$ cat config.mk
export PLATFORM = sky130hd
export DESIGN_NAME = wb_write_sequencer_flat
export DESIGN_NICKNAME = d
export VERILOG_FILES = /design/src/rtl/wb_write_sequencer_if.sv /design/src/rtl/wb_write_sequencer.sv /design/src/flat_wrapper.sv
export SDC_FILE = /design/constraint.sdc
export NUM_CORES = 1
export LEC_CHECK = 0
export ABC_CLOCK_PERIOD_IN_PS = 1270
export CAP_MARGIN = 10
export CORE_ASPECT_RATIO = 1.1
export CORE_MARGIN = 4
export CORE_UTILIZATION = 40
export CTS_CLUSTER_DIAMETER = 30
export DETAILED_ROUTE_END_ITERATION = 10
export PLACE_DENSITY_LB_ADDON = 0.12
export SLEW_MARGIN = 10
export SYNTH_ARGS = -nofsm -noshare
export SYNTH_HDL_FRONTEND = slang
export SYNTH_SLANG_ARGS = --single-unit
$ cat constraint.sdc
create_clock -name clk -period 1.27 [get_ports clk]
set_input_delay 0.254 -clock clk [delete_from_list [all_inputs] [get_ports clk]]
set_output_delay 0.254 -clock clk [all_outputs]
set_load 0.005 [all_outputs]
$ cat src/rtl/wb_write_sequencer_if.sv
// Bus between the MEM stage and the write-back sequencer.
//   MEM_*    : instruction presented by the MEM stage (master -> slave)
//   WB_EN, destWB, valueWB : register-file write port (slave -> master)
//   stall    : upstream hold request (slave -> master)
//   wr_count : retired-write debug counter (slave -> master)
interface wb_write_sequencer_if #(
  parameter int DATA_WIDTH     = 32,
  parameter int REG_ADDR_WIDTH = 4,
  parameter int CNT_WIDTH      = 16
);
  logic                      MEM_valid;
  logic                      MEM_WB_EN;
  logic                      MEM_R_EN;
  logic [REG_ADDR_WIDTH-1:0] MEM_dest;
  logic [DATA_WIDTH-1:0]     MEM_ALU_res;
  logic [DATA_WIDTH-1:0]     MEM_data;
  logic                      MEM_WB2_EN;
  logic [REG_ADDR_WIDTH-1:0] MEM_dest2;
  logic [DATA_WIDTH-1:0]     MEM_value2;
  logic                      WB_EN;
  logic [REG_ADDR_WIDTH-1:0] destWB;
  logic [DATA_WIDTH-1:0]     valueWB;
  logic                      stall;
  logic [CNT_WIDTH-1:0]      wr_count;

  modport master (
    output MEM_valid, MEM_WB_EN, MEM_R_EN, MEM_dest, MEM_ALU_res, MEM_data,
           MEM_WB2_EN, MEM_dest2, MEM_value2,
    input  WB_EN, destWB, valueWB, stall, wr_count
  );

  modport slave (
    input  MEM_valid, MEM_WB_EN, MEM_R_EN, MEM_dest, MEM_ALU_res, MEM_data,
           MEM_WB2_EN, MEM_dest2, MEM_value2,
    output WB_EN, destWB, valueWB, stall, wr_count
  );
endinterface

$ cat src/rtl/wb_write_sequencer.sv
// Write-back sequencer: registers the MEM-stage result and drives the
// register file's single write port, one write per cycle. Loads with base
// writeback need two writes; those are split over two cycles with a
// one-cycle upstream stall.
// Ports:
//   clk  : clock, rising edge
//   rst  : asynchronous reset, active low
//   bus  : wb_write_sequencer_if.slave (MEM_* in; WB_EN/destWB/valueWB,
//          stall, wr_count out)
module wb_write_sequencer #(
  parameter int DATA_WIDTH     = 32,
  parameter int REG_ADDR_WIDTH = 4,
  parameter int CNT_WIDTH      = 16
) (
  input  logic                  clk,
  input  logic                  rst,
  wb_write_sequencer_if.slave   bus
);

  typedef enum logic [1:0] {IDLE, FIRST, SECOND} state_e;

  state_e                    state_q;
  logic                      pend_q;
  logic                      wb_en_q;
  logic [REG_ADDR_WIDTH-1:0] dest_q;
  logic [DATA_WIDTH-1:0]     value_q;
  logic [REG_ADDR_WIDTH-1:0] dest2_q;
  logic [DATA_WIDTH-1:0]     value2_q;
  logic [CNT_WIDTH-1:0]      cnt_q;

  logic                      stall;
  logic                      accept;
  logic                      split_d;
  logic [DATA_WIDTH-1:0]     prim_val_d;

  // stall depends on registered state only, so upstream never sees a
  // combinational path from MEM_* back to stall.
  assign stall      = (state_q == FIRST) && pend_q;
  assign accept     = bus.MEM_valid && !stall;
  assign prim_val_d = bus.MEM_R_EN ? bus.MEM_data : bus.MEM_ALU_res;
  // Same destination on both writes: the load result wins, base update dropped.
  assign split_d    = bus.MEM_WB_EN && bus.MEM_WB2_EN &&
                      (bus.MEM_dest != bus.MEM_dest2);

  always_ff @(posedge clk or negedge rst) begin
    if (!rst) begin
      state_q  <= IDLE;
      pend_q   <= 1'b0;
      wb_en_q  <= 1'b0;
      dest_q   <= '0;
      value_q  <= '0;
      dest2_q  <= '0;
      value2_q <= '0;
      cnt_q    <= '0;
    end else begin
      cnt_q <= cnt_q + CNT_WIDTH'(wb_en_q);
      if (accept) begin
        state_q  <= FIRST;
        pend_q   <= split_d;
        dest2_q  <= bus.MEM_dest2;
        value2_q <= bus.MEM_value2;
        if (bus.MEM_WB_EN) begin
          wb_en_q <= 1'b1;
          dest_q  <= bus.MEM_dest;
          value_q <= prim_val_d;
        end else if (bus.MEM_WB2_EN) begin
          // Lone base update takes the first slot directly.
          wb_en_q <= 1'b1;
          dest_q  <= bus.MEM_dest2;
          value_q <= bus.MEM_value2;
        end else begin
          wb_en_q <= 1'b0;
        end
      end else if (stall) begin
        // Second half of a split instruction; MEM_* is ignored this edge.
        state_q <= SECOND;
        pend_q  <= 1'b0;
        wb_en_q <= 1'b1;
        dest_q  <= dest2_q;
        value_q <= value2_q;
      end else begin
        state_q <= IDLE;
        pend_q  <= 1'b0;
        wb_en_q <= 1'b0;
      end
    end
  end

  assign bus.WB_EN    = wb_en_q;
  assign bus.destWB   = dest_q;
  assign bus.valueWB  = value_q;
  assign bus.stall    = stall;
  assign bus.wr_count = cnt_q;

endmodule

$ cat src/flat_wrapper.sv
// flat-port wrapper written by rule: the top's interface ports become plain ports
module wb_write_sequencer_flat 
#(
  parameter int DATA_WIDTH     = 32,
  parameter int REG_ADDR_WIDTH = 4,
  parameter int CNT_WIDTH      = 16
)
  (clk, rst, bus_MEM_valid, bus_MEM_WB_EN, bus_MEM_R_EN, bus_MEM_dest, bus_MEM_ALU_res, bus_MEM_data, bus_MEM_WB2_EN, bus_MEM_dest2, bus_MEM_value2, bus_WB_EN, bus_destWB, bus_valueWB, bus_stall, bus_wr_count);
  wb_write_sequencer_if #(.DATA_WIDTH(DATA_WIDTH), .REG_ADDR_WIDTH(REG_ADDR_WIDTH), .CNT_WIDTH(CNT_WIDTH)) bus_i ();
  input  logic clk;
  input  logic rst;
  input wire logic [$bits(bus_i.MEM_valid)-1:0] bus_MEM_valid;
  input wire logic [$bits(bus_i.MEM_WB_EN)-1:0] bus_MEM_WB_EN;
  input wire logic [$bits(bus_i.MEM_R_EN)-1:0] bus_MEM_R_EN;
  input wire logic [$bits(bus_i.MEM_dest)-1:0] bus_MEM_dest;
  input wire logic [$bits(bus_i.MEM_ALU_res)-1:0] bus_MEM_ALU_res;
  input wire logic [$bits(bus_i.MEM_data)-1:0] bus_MEM_data;
  input wire logic [$bits(bus_i.MEM_WB2_EN)-1:0] bus_MEM_WB2_EN;
  input wire logic [$bits(bus_i.MEM_dest2)-1:0] bus_MEM_dest2;
  input wire logic [$bits(bus_i.MEM_value2)-1:0] bus_MEM_value2;
  output wire logic [$bits(bus_i.WB_EN)-1:0] bus_WB_EN;
  output wire logic [$bits(bus_i.destWB)-1:0] bus_destWB;
  output wire logic [$bits(bus_i.valueWB)-1:0] bus_valueWB;
  output wire logic [$bits(bus_i.stall)-1:0] bus_stall;
  output wire logic [$bits(bus_i.wr_count)-1:0] bus_wr_count;
  assign bus_i.MEM_valid = bus_MEM_valid;
  assign bus_i.MEM_WB_EN = bus_MEM_WB_EN;
  assign bus_i.MEM_R_EN = bus_MEM_R_EN;
  assign bus_i.MEM_dest = bus_MEM_dest;
  assign bus_i.MEM_ALU_res = bus_MEM_ALU_res;
  assign bus_i.MEM_data = bus_MEM_data;
  assign bus_i.MEM_WB2_EN = bus_MEM_WB2_EN;
  assign bus_i.MEM_dest2 = bus_MEM_dest2;
  assign bus_i.MEM_value2 = bus_MEM_value2;
  assign bus_WB_EN = bus_i.WB_EN;
  assign bus_destWB = bus_i.destWB;
  assign bus_valueWB = bus_i.valueWB;
  assign bus_stall = bus_i.stall;
  assign bus_wr_count = bus_i.wr_count;
  wb_write_sequencer #(.DATA_WIDTH(DATA_WIDTH), .REG_ADDR_WIDTH(REG_ADDR_WIDTH), .CNT_WIDTH(CNT_WIDTH)) u_core (.clk(clk), .rst(rst), .bus(bus_i));
endmodule
# Word-level counts from Yosys, hierarchy flattened
# Index checks and enable logic that the tools add are counted.
[word_totals]
register_bits = 92
inputBits = 110
output_inout_bits = 54
elab_cells = 35
[op_classes]
addsub = 1
n_eq_ne = 3
muxes = 16
n_reduce_logical = 7
[ops]
columns = ["op", "n"]
rows = [
  ["2-to-1 mux 32 bit", 5],
  ["adder 16 x 1 -> 16 bit", 1],
  ["2-to-1 mux 4 bit", 4],
  ["2-to-1 mux 1 bit", 5],
  ["logical AND 1 bit", 4],
  ["2-to-1 mux 2 bit", 2],
  ["!= test 4 bit", 1],
  ["!= test 3 bit, second input constant", 1],
  ["== test 2 x 1 -> 1 bit, second input constant", 1],
  ["AND reduction 2 bit", 1],
  ["nonzero test 2 bit", 1],
  ["logical NOT 1 bit", 1],
]

# Depth between registers and ports, before layout
# Gate-level depths: netlist (run 1).
[depth]
word_depth = 6
ltp_mapped = 8
mapped_depth_nobuf = 6

# Least setup slack after synthesis (run 1)
# Ideal clock, no wire load.
[synth_timing]
path_type = "flip-flop to flip-flop"
startpoint = "reg u_core.cnt_q[0], in the netlist u_core.bus.wr_count[0]"
endpoint = "reg u_core.cnt_q[8], in the netlist u_core.bus.wr_count[8]"
setup_ps = 79
arrival_time_ps = 1359
required_time_ps = 1191
path_slack_ps = -168
stages_incl_launch_ff = 7
n_path_buf = 0
synth_period_minus_slack_ps = 1438
cell_sequence = "dfrtp_1 ha_1 ha_1 nand2_1 or2_2 nor2_1 xor2_1"
[synth_via]
elab_chain_cells = 1
[synth_rtl]
columns = ["element", "line", "source"]
rows = [
  ["start: declaration", "wb_write_sequencer.sv:29", "logic [CNT_WIDTH-1:0] cnt_q;"],
  ["start signal: assignment", "wb_write_sequencer.sv:56", "cnt_q <= cnt_q + CNT_WIDTH'(wb_en_q);"],
  ["adder 16 x 1 -> 16 bit", "wb_write_sequencer.sv:56", ""],
]
# Every way passes these cells.
# A chain may end at the register's enable or synchronous reset.

# Final worst setup path (run 1)
[layout_timing]
startpoint = "reg u_core.state_q[1]"
endpoint = "reg u_core.value_q[14], in the netlist u_core.bus.valueWB[14]"
[layout_via]
elab_chain_cells = 6
word_cells_on_any_way = 8
cone_classes = "2 x eq/ne; 1 x mux; 5 x reduce/logical"
[layout_rtl]
columns = ["element", "line", "source"]
rows = [
  ["start: declaration", "wb_write_sequencer.sv:22", "state_e state_q;"],
  ["start signal: assignment", "wb_write_sequencer.sv:47", "state_q <= IDLE;"],
  ["start signal: assignment", "wb_write_sequencer.sv:58", "state_q <= FIRST;"],
  ["start signal: assignment", "wb_write_sequencer.sv:76", "state_q <= SECOND;"],
  ["== test 2 x 1 -> 1 bit (*)", "wb_write_sequencer.sv:38", "assign stall = (state_q == FIRST) && pend_q;"],
  ["logical AND 1 bit (*)", "wb_write_sequencer.sv:38", ""],
  ["logical NOT 1 bit", "wb_write_sequencer.sv:39", "assign accept = bus.MEM_valid && !stall;"],
  ["logical AND 1 bit", "wb_write_sequencer.sv:39", ""],
  ["!= test 3 bit (no line) or nonzero test 2 bit (tied branches)", "--", ""],
  ["AND reduction 2 bit (no line)", "--", ""],
  ["end signal: assignment", "wb_write_sequencer.sv:65", "value_q <= prim_val_d;"],
  ["end signal: assignment", "wb_write_sequencer.sv:70", "value_q <= bus.MEM_value2;"],
  ["end signal: assignment", "wb_write_sequencer.sv:80", "value_q <= value2_q;"],
  ["end: declaration", "wb_write_sequencer.sv:26", "logic [DATA_WIDTH-1:0] value_q;"],
]
# Mark *: on every way between the ends. The rest lies on a longest branch, timed or not.

==> results of run 1 <==
Yosys cell counts, types with 3 or more instances:
cell      number  area, um2
nand3_1        5       25.0
buf_6          9        101
clkbuf_1       3       11.3
buf_2         17       85.1
ha_1           3       37.5
o31ai_1        4       30.0
a21oi_1       31        155
dfrtp_1       92       2300
nand2_1      121        454
nor2b_1        4       25.0
nor2_1        39        146
xor2_1         5       43.8
xnor2_1       12        105
a211oi_1       4       30.0
and3_1         5       31.3
mux2_1        29        327
nand4_1        4       25.0
a222oi_1      31        310
state kept, by name (all words and copies together), names as in the netlist:
name,count
u_core.bus.destWB,4
u_core.value2_q,32
u_core.pend_q,1
u_core.dest2_q,4
u_core.bus.wr_count,16
u_core.bus.WB_EN,1
u_core.bus.valueWB,32
u_core.state_q,2
routing by layer:
layer	GRT usage [%]	vias to the layer above	part of all wire [%]
li1	-	1974	-
met1	25.9	2014	39
met2	36.3	183	52
met3	4.11	15	7.5
met4	6.31	0	1.2
met5	0	-	0
logic make-up after synthesis:
family / Yosys count
adder cells (fa/ha/maj): 3
XOR/XNOR: 17
AO/OA/AOI/OAI: 74
flip-flops: 92
buffers and inverters: 35
AND/OR/NAND/NOR: 185
multiplexers: 32
repair_timing:
action	CTS	global route
hold endpoints to repair	20	0
resized for setup	108	52
setup endpoints to repair	135	110
hold buffers	1	0
pin swaps	29	23
gates cloned	4	2
buffers inserted	27	14
worst max-delay path by stage:
stage                            from                     end  slack, ps  cells after the start
global placement        bus_MEM_valid   u_core.bus.valueWB[7]       -440                      5
global route        u_core.state_q[1]   u_core.bus.valueWB[7]       -370                      6
detailed placement      bus_MEM_WB_EN  u_core.bus.valueWB[30]       -450                      7
floorplan           u_core.state_q[1]   u_core.bus.valueWB[0]       -120                      6
finish              u_core.state_q[1]  u_core.bus.valueWB[14]       -300                      6
CTS                 u_core.state_q[1]   u_core.bus.valueWB[7]       -300                      6
worst register-to-register path, stage by stage (launching register included):
cell and delay (ps):
dfrtp_1 370, nand3b_4 160, buf_6 130, and3_4 200
buf_12 170, a222oi_1 310, a21oi_1 120
area by class of cell:
type	instances	area [um2]
clock buffer	11	253
tap	143	179
fill	832	3140
timing repair buffer	239	2500
inverter	4	37.5
sequential	92	2300
multi-input combinational	311	2110
clock inverter	5	60.1
where the power goes:
part           switching (mW)  internal [mW]
Clock                    1.11           1.63
Combinational            1.19           1.72
Sequential              0.281           3.36
Total                    2.58           6.71
==> impl_metrics.ini, run 1 <==
[critical_path]
cp-start-kind = register
crit_type = register to register
reg2reg_to = u_core.bus.valueWB[14]
cpPeakStageDelay_ps = 370
cp.required_ps = 1480
crit_path_top_delay_cell = dfrtp_1
r2r_slack_ps = -300
worstPathCellList = nand3b_4 -> buf_6 -> and3_4 -> buf_12 -> a222oi_1 -> a21oi_1
critPathTopFamily = compound AO/OA/AOI/OAI gates
endpoint_kind = register
crit-reg2reg-launch = u_core.state_q[1]
worst_r2r_path_depth = 6
crit_buf_inv = 2
worstPathMaxFanout = 12
cp.arrival_ps = 1780

[timing]
period_needed_ps = 1570
tightest_slew_ps = 352
fin_crit_sh_pct = 123
hold_viol_final = 0
fin_ws_ps = -298
timing.setup.tns_ps = -15980
relSlewSlack_pct = 76.4
skew_ps = 7.22
finalSetupViolations = 85
hold_slack_ps = 359
drv_slew = 0
max_freq_mhz = 638
rsz0062_at_grt = yes

[detailed_routing]
first_pass_iters = 8
viasPerCell = 5.20
wl_um = 13900
dr_total_vias = 4186
antenna_left = 0
drt_iter0_markers = 355
wire_per_inst_um = 17.3
drc_errors = 0

[power_and_ir_drop]
leakage_nw = 3.40
vdd_drop_max_v = 0.000672
power_mw = 9.29
pwr_density_cell_mw_per_mm2 = 1250

[cells_and_area]
fin_util_pct = 70.3
finalNetCount = 770
area_delta_synth_final_pct = 69.4
finalNonFillerCells = 805
final_area_mm2 = 0.00745
drive_gt1_share_pct = 21.0
layout_common_cells = 118 x nand2_1, 107 x clkdlybuf4s50_1, 90 x dfrtp_1
diodes = 0
final_common_cell = nand2_1

[logic_synthesis]
synthAdderAreaFrac_pct = 0.854
synth_nets = 551
synth_mux_area_share_pct = 8.17
synth_flop_cell = dfrtp_1
avgSynthCellArea_um2 = 10.0
synthDistinctLibCells = 34
async_flop_share_pct = 100
synth_top_family_by_area = simple AND/OR/NAND/NOR gates
synthSimpleGateAreaFrac_pct = 17.6
synth_xor_area_share_pct = 3.39
ys_ff_latch = 92
netlist_area_mm2 = 0.00440
yosys_warnings = 0
synth-edff-count = 0
synth_compound_area_share_pct = 12.5
synthCells = 438
synth-seq-area-share_pct = 52.4

[cts]
tritoncts = built
htree_num_levels = 3
cts_root_buffer = clkbuf_16
clk_latency_ps = 340
cts_buffer_depth = 2
clkTransAtPathRegs_ps = 70
cts_sinks = 92
cts_made_buffers = 9

[outcome]
violations = negative setup slack
status = finished, violations left

[floorplanning]
core-area_mm2 = 0.0106
die_w_um = 108
die_h_um = 118
initial_core_util_pct = 41.5
rows = 39
die_area_mm2 = 0.0127
io_pins = 164

[global_route]
antenna_found_initial = 0
grt_pass1_vias = 4158
grt_pass1_wl_um = 21100
grt_max_degree = 41
grt-ovfl-total = 0
grt_util_all_layers_pct = 20.9

[place]
dp.cells = 743
place_area_mm2 = 0.00640
gp_congestion = 0.792
port_buffers = 163
hpwl_um = 8840
dp_slack_ps = -448

[hold_path]
min_path_type = input pin to asynchronous set/reset pin

[run]
max_cap_viol_count = 0
No activity file was read; power rests on OpenSTA's default activity.
==> run 2: changes to the inputs <==
CORE_MARGIN = not set   (was 4)
==> impl_metrics.ini, run 2 (synthesized netlist as in run 1, its figures left out) <==
[timing]
fin_ws_ps = -178
finalSetupViolations = 81
period_needed_ps = 1450
fin_crit_sh_pct = 114
relSlewSlack_pct = 76.7
hold_viol_final = 0
skew_ps = 5.91
tightest_slew_ps = 350
max_freq_mhz = 691
rsz0062_at_grt = yes
drv_slew = 0

[critical_path]
crit-reg2reg-launch = u_core.pend_q
cp.arrival_ps = 1650
cp.required_ps = 1470
critPathTopFamily = compound AO/OA/AOI/OAI gates
reg2reg_to = u_core.bus.valueWB[20]
cpPeakStageDelay_ps = 400
crit_type = register to register
endpoint_kind = register
worstPathMaxFanout = 6
worst_r2r_path_depth = 5
worstPathCellList = nand3b_4 -> nand2_4 -> buf_6 -> a222oi_1 -> a21oi_1
crit_buf_inv = 1
crit_path_top_delay_cell = dfrtp_1
cp-start-kind = register
r2r_slack_ps = -180

[floorplanning]
die_area_mm2 = 0.0114
initial_core_util_pct = 41.7
io_pins = 164
die_w_um = 102
rows = 39
core-area_mm2 = 0.0105
die_h_um = 112

[cells_and_area]
area_delta_synth_final_pct = 63.2
fill_cells = 842
layout_common_cells = 116 x nand2_1, 105 x clkdlybuf4s50_1, 91 x dfrtp_1
fin_util_pct = 68.1
finalNetCount = 764
final_common_cell = nand2_1
final_area_mm2 = 0.00718
drive_gt1_share_pct = 18.4
diodes = 0

[cts]
clk_latency_ps = 330
cts_made_buffers = 9
cts_root_buffer = clkbuf_16
htree_num_levels = 3
tritoncts = built
clkTransAtPathRegs_ps = 60
cts_buffer_depth = 2
cts_sinks = 92

[global_route]
grt_pass1_wl_um = 19600
top_usage_layer = met2
grt_pass1_vias = 4092
met3_usage_pct = 5.27
grt_use_met2_pct = 36.9
grt_util_all_layers_pct = 22.2
grt-ovfl-total = 0
grt_max_degree = 54
met1_usage_pct = 28.3
antenna_found_initial = 0

[power_and_ir_drop]
power_mw = 9.13
vdd_drop_max_v = 0.000737
pwr_density_cell_mw_per_mm2 = 1270
leakage_nw = 3.30

[detailed_routing]
viasPerCell = 5.19
wire_per_inst_um = 16.3
drc_errors = 0
antenna_left = 0
drt_iter0_markers = 267
dr_total_vias = 4148
first_pass_iters = 7
wl_um = 13000

[place]
dp_slack_ps = -511
hpwl_um = 8450
port_buffers = 163
place_area_mm2 = 0.00637
gp_congestion = 0.789

[hold_path]
min_path_type = input pin to asynchronous set/reset pin

[outcome]
status = finished, violations left
violations = negative setup slack

[run]
max_cap_viol_count = 0
## run 2: repair_timing
item / in CTS / in global routing
setup buffers: 27 / 11
hold buffers: 1 / 0
endpoints found under the hold margin: 92 / 0
pin swaps: 23 / 37
gates cloned: 1 / 3
setup endpoints to repair: 137 / 109
resized for setup: 87 / 43
## run 2: metal layers
layer	vias to the layer above	wire, um	share of wire [%]
met5	-	0	0
li1	1964	-	-
met4	0	136	1.0
met1	1981	5400	42
met2	190	6430	50
met3	13	1030	7.9
## run 2: final cells by class
cell class                 instances  area [um2]  share of cell area, %
timing repair buffer             232        2310                   32.1
clock inverter                     4        72.6                   1.01
sequential                        92        2300                   32.1
tap                              143         179                   2.49
clock buffer                      12         246                   3.44
multi-input combinational        312        2050                   28.6
inverter                           4        17.5                  0.244
## run 2: worst max path at each step
stage,startpoint,to,slack (ps),cells after the start
2_1_floorplan,u_core.state_q[1],u_core.bus.valueWB[0],-120,6
3_3_place_gp,bus_MEM_WB_EN,u_core.bus.valueWB[17],-500,6
3_5_place_dp,bus_MEM_WB_EN,u_core.bus.valueWB[23],-510,6
4_1_cts,u_core.state_q[1],bus_stall,-210,3
5_1_grt,u_core.pend_q,u_core.bus.valueWB[22],-270,5
6_report,u_core.pend_q,u_core.bus.valueWB[20],-180,5
## run 2: worst register-to-register path, cell delays in order, from the launching register on
cell      delay [ps]
dfrtp_1          400
nand3b_4         140
nand2_4          120
buf_6            180
a222oi_1         370
a21oi_1          110
## run 2: where the power goes
group | internal, mW | switching (mW)
combinational | 1.53 | 1.14
clock | 1.78 | 1.08
sequential | 3.35 | 0.250
## run 2: stage by stage
step	std cells	hold WS, ps	TNS (ps)
after detailed placement	744	65.8	-33620
after floorplan	438	-41.6	-2760
after CTS	786	258	-9580
final	799	273	-8840
after global placement	744	64.6	-30730
after global routing	799	275	-14780
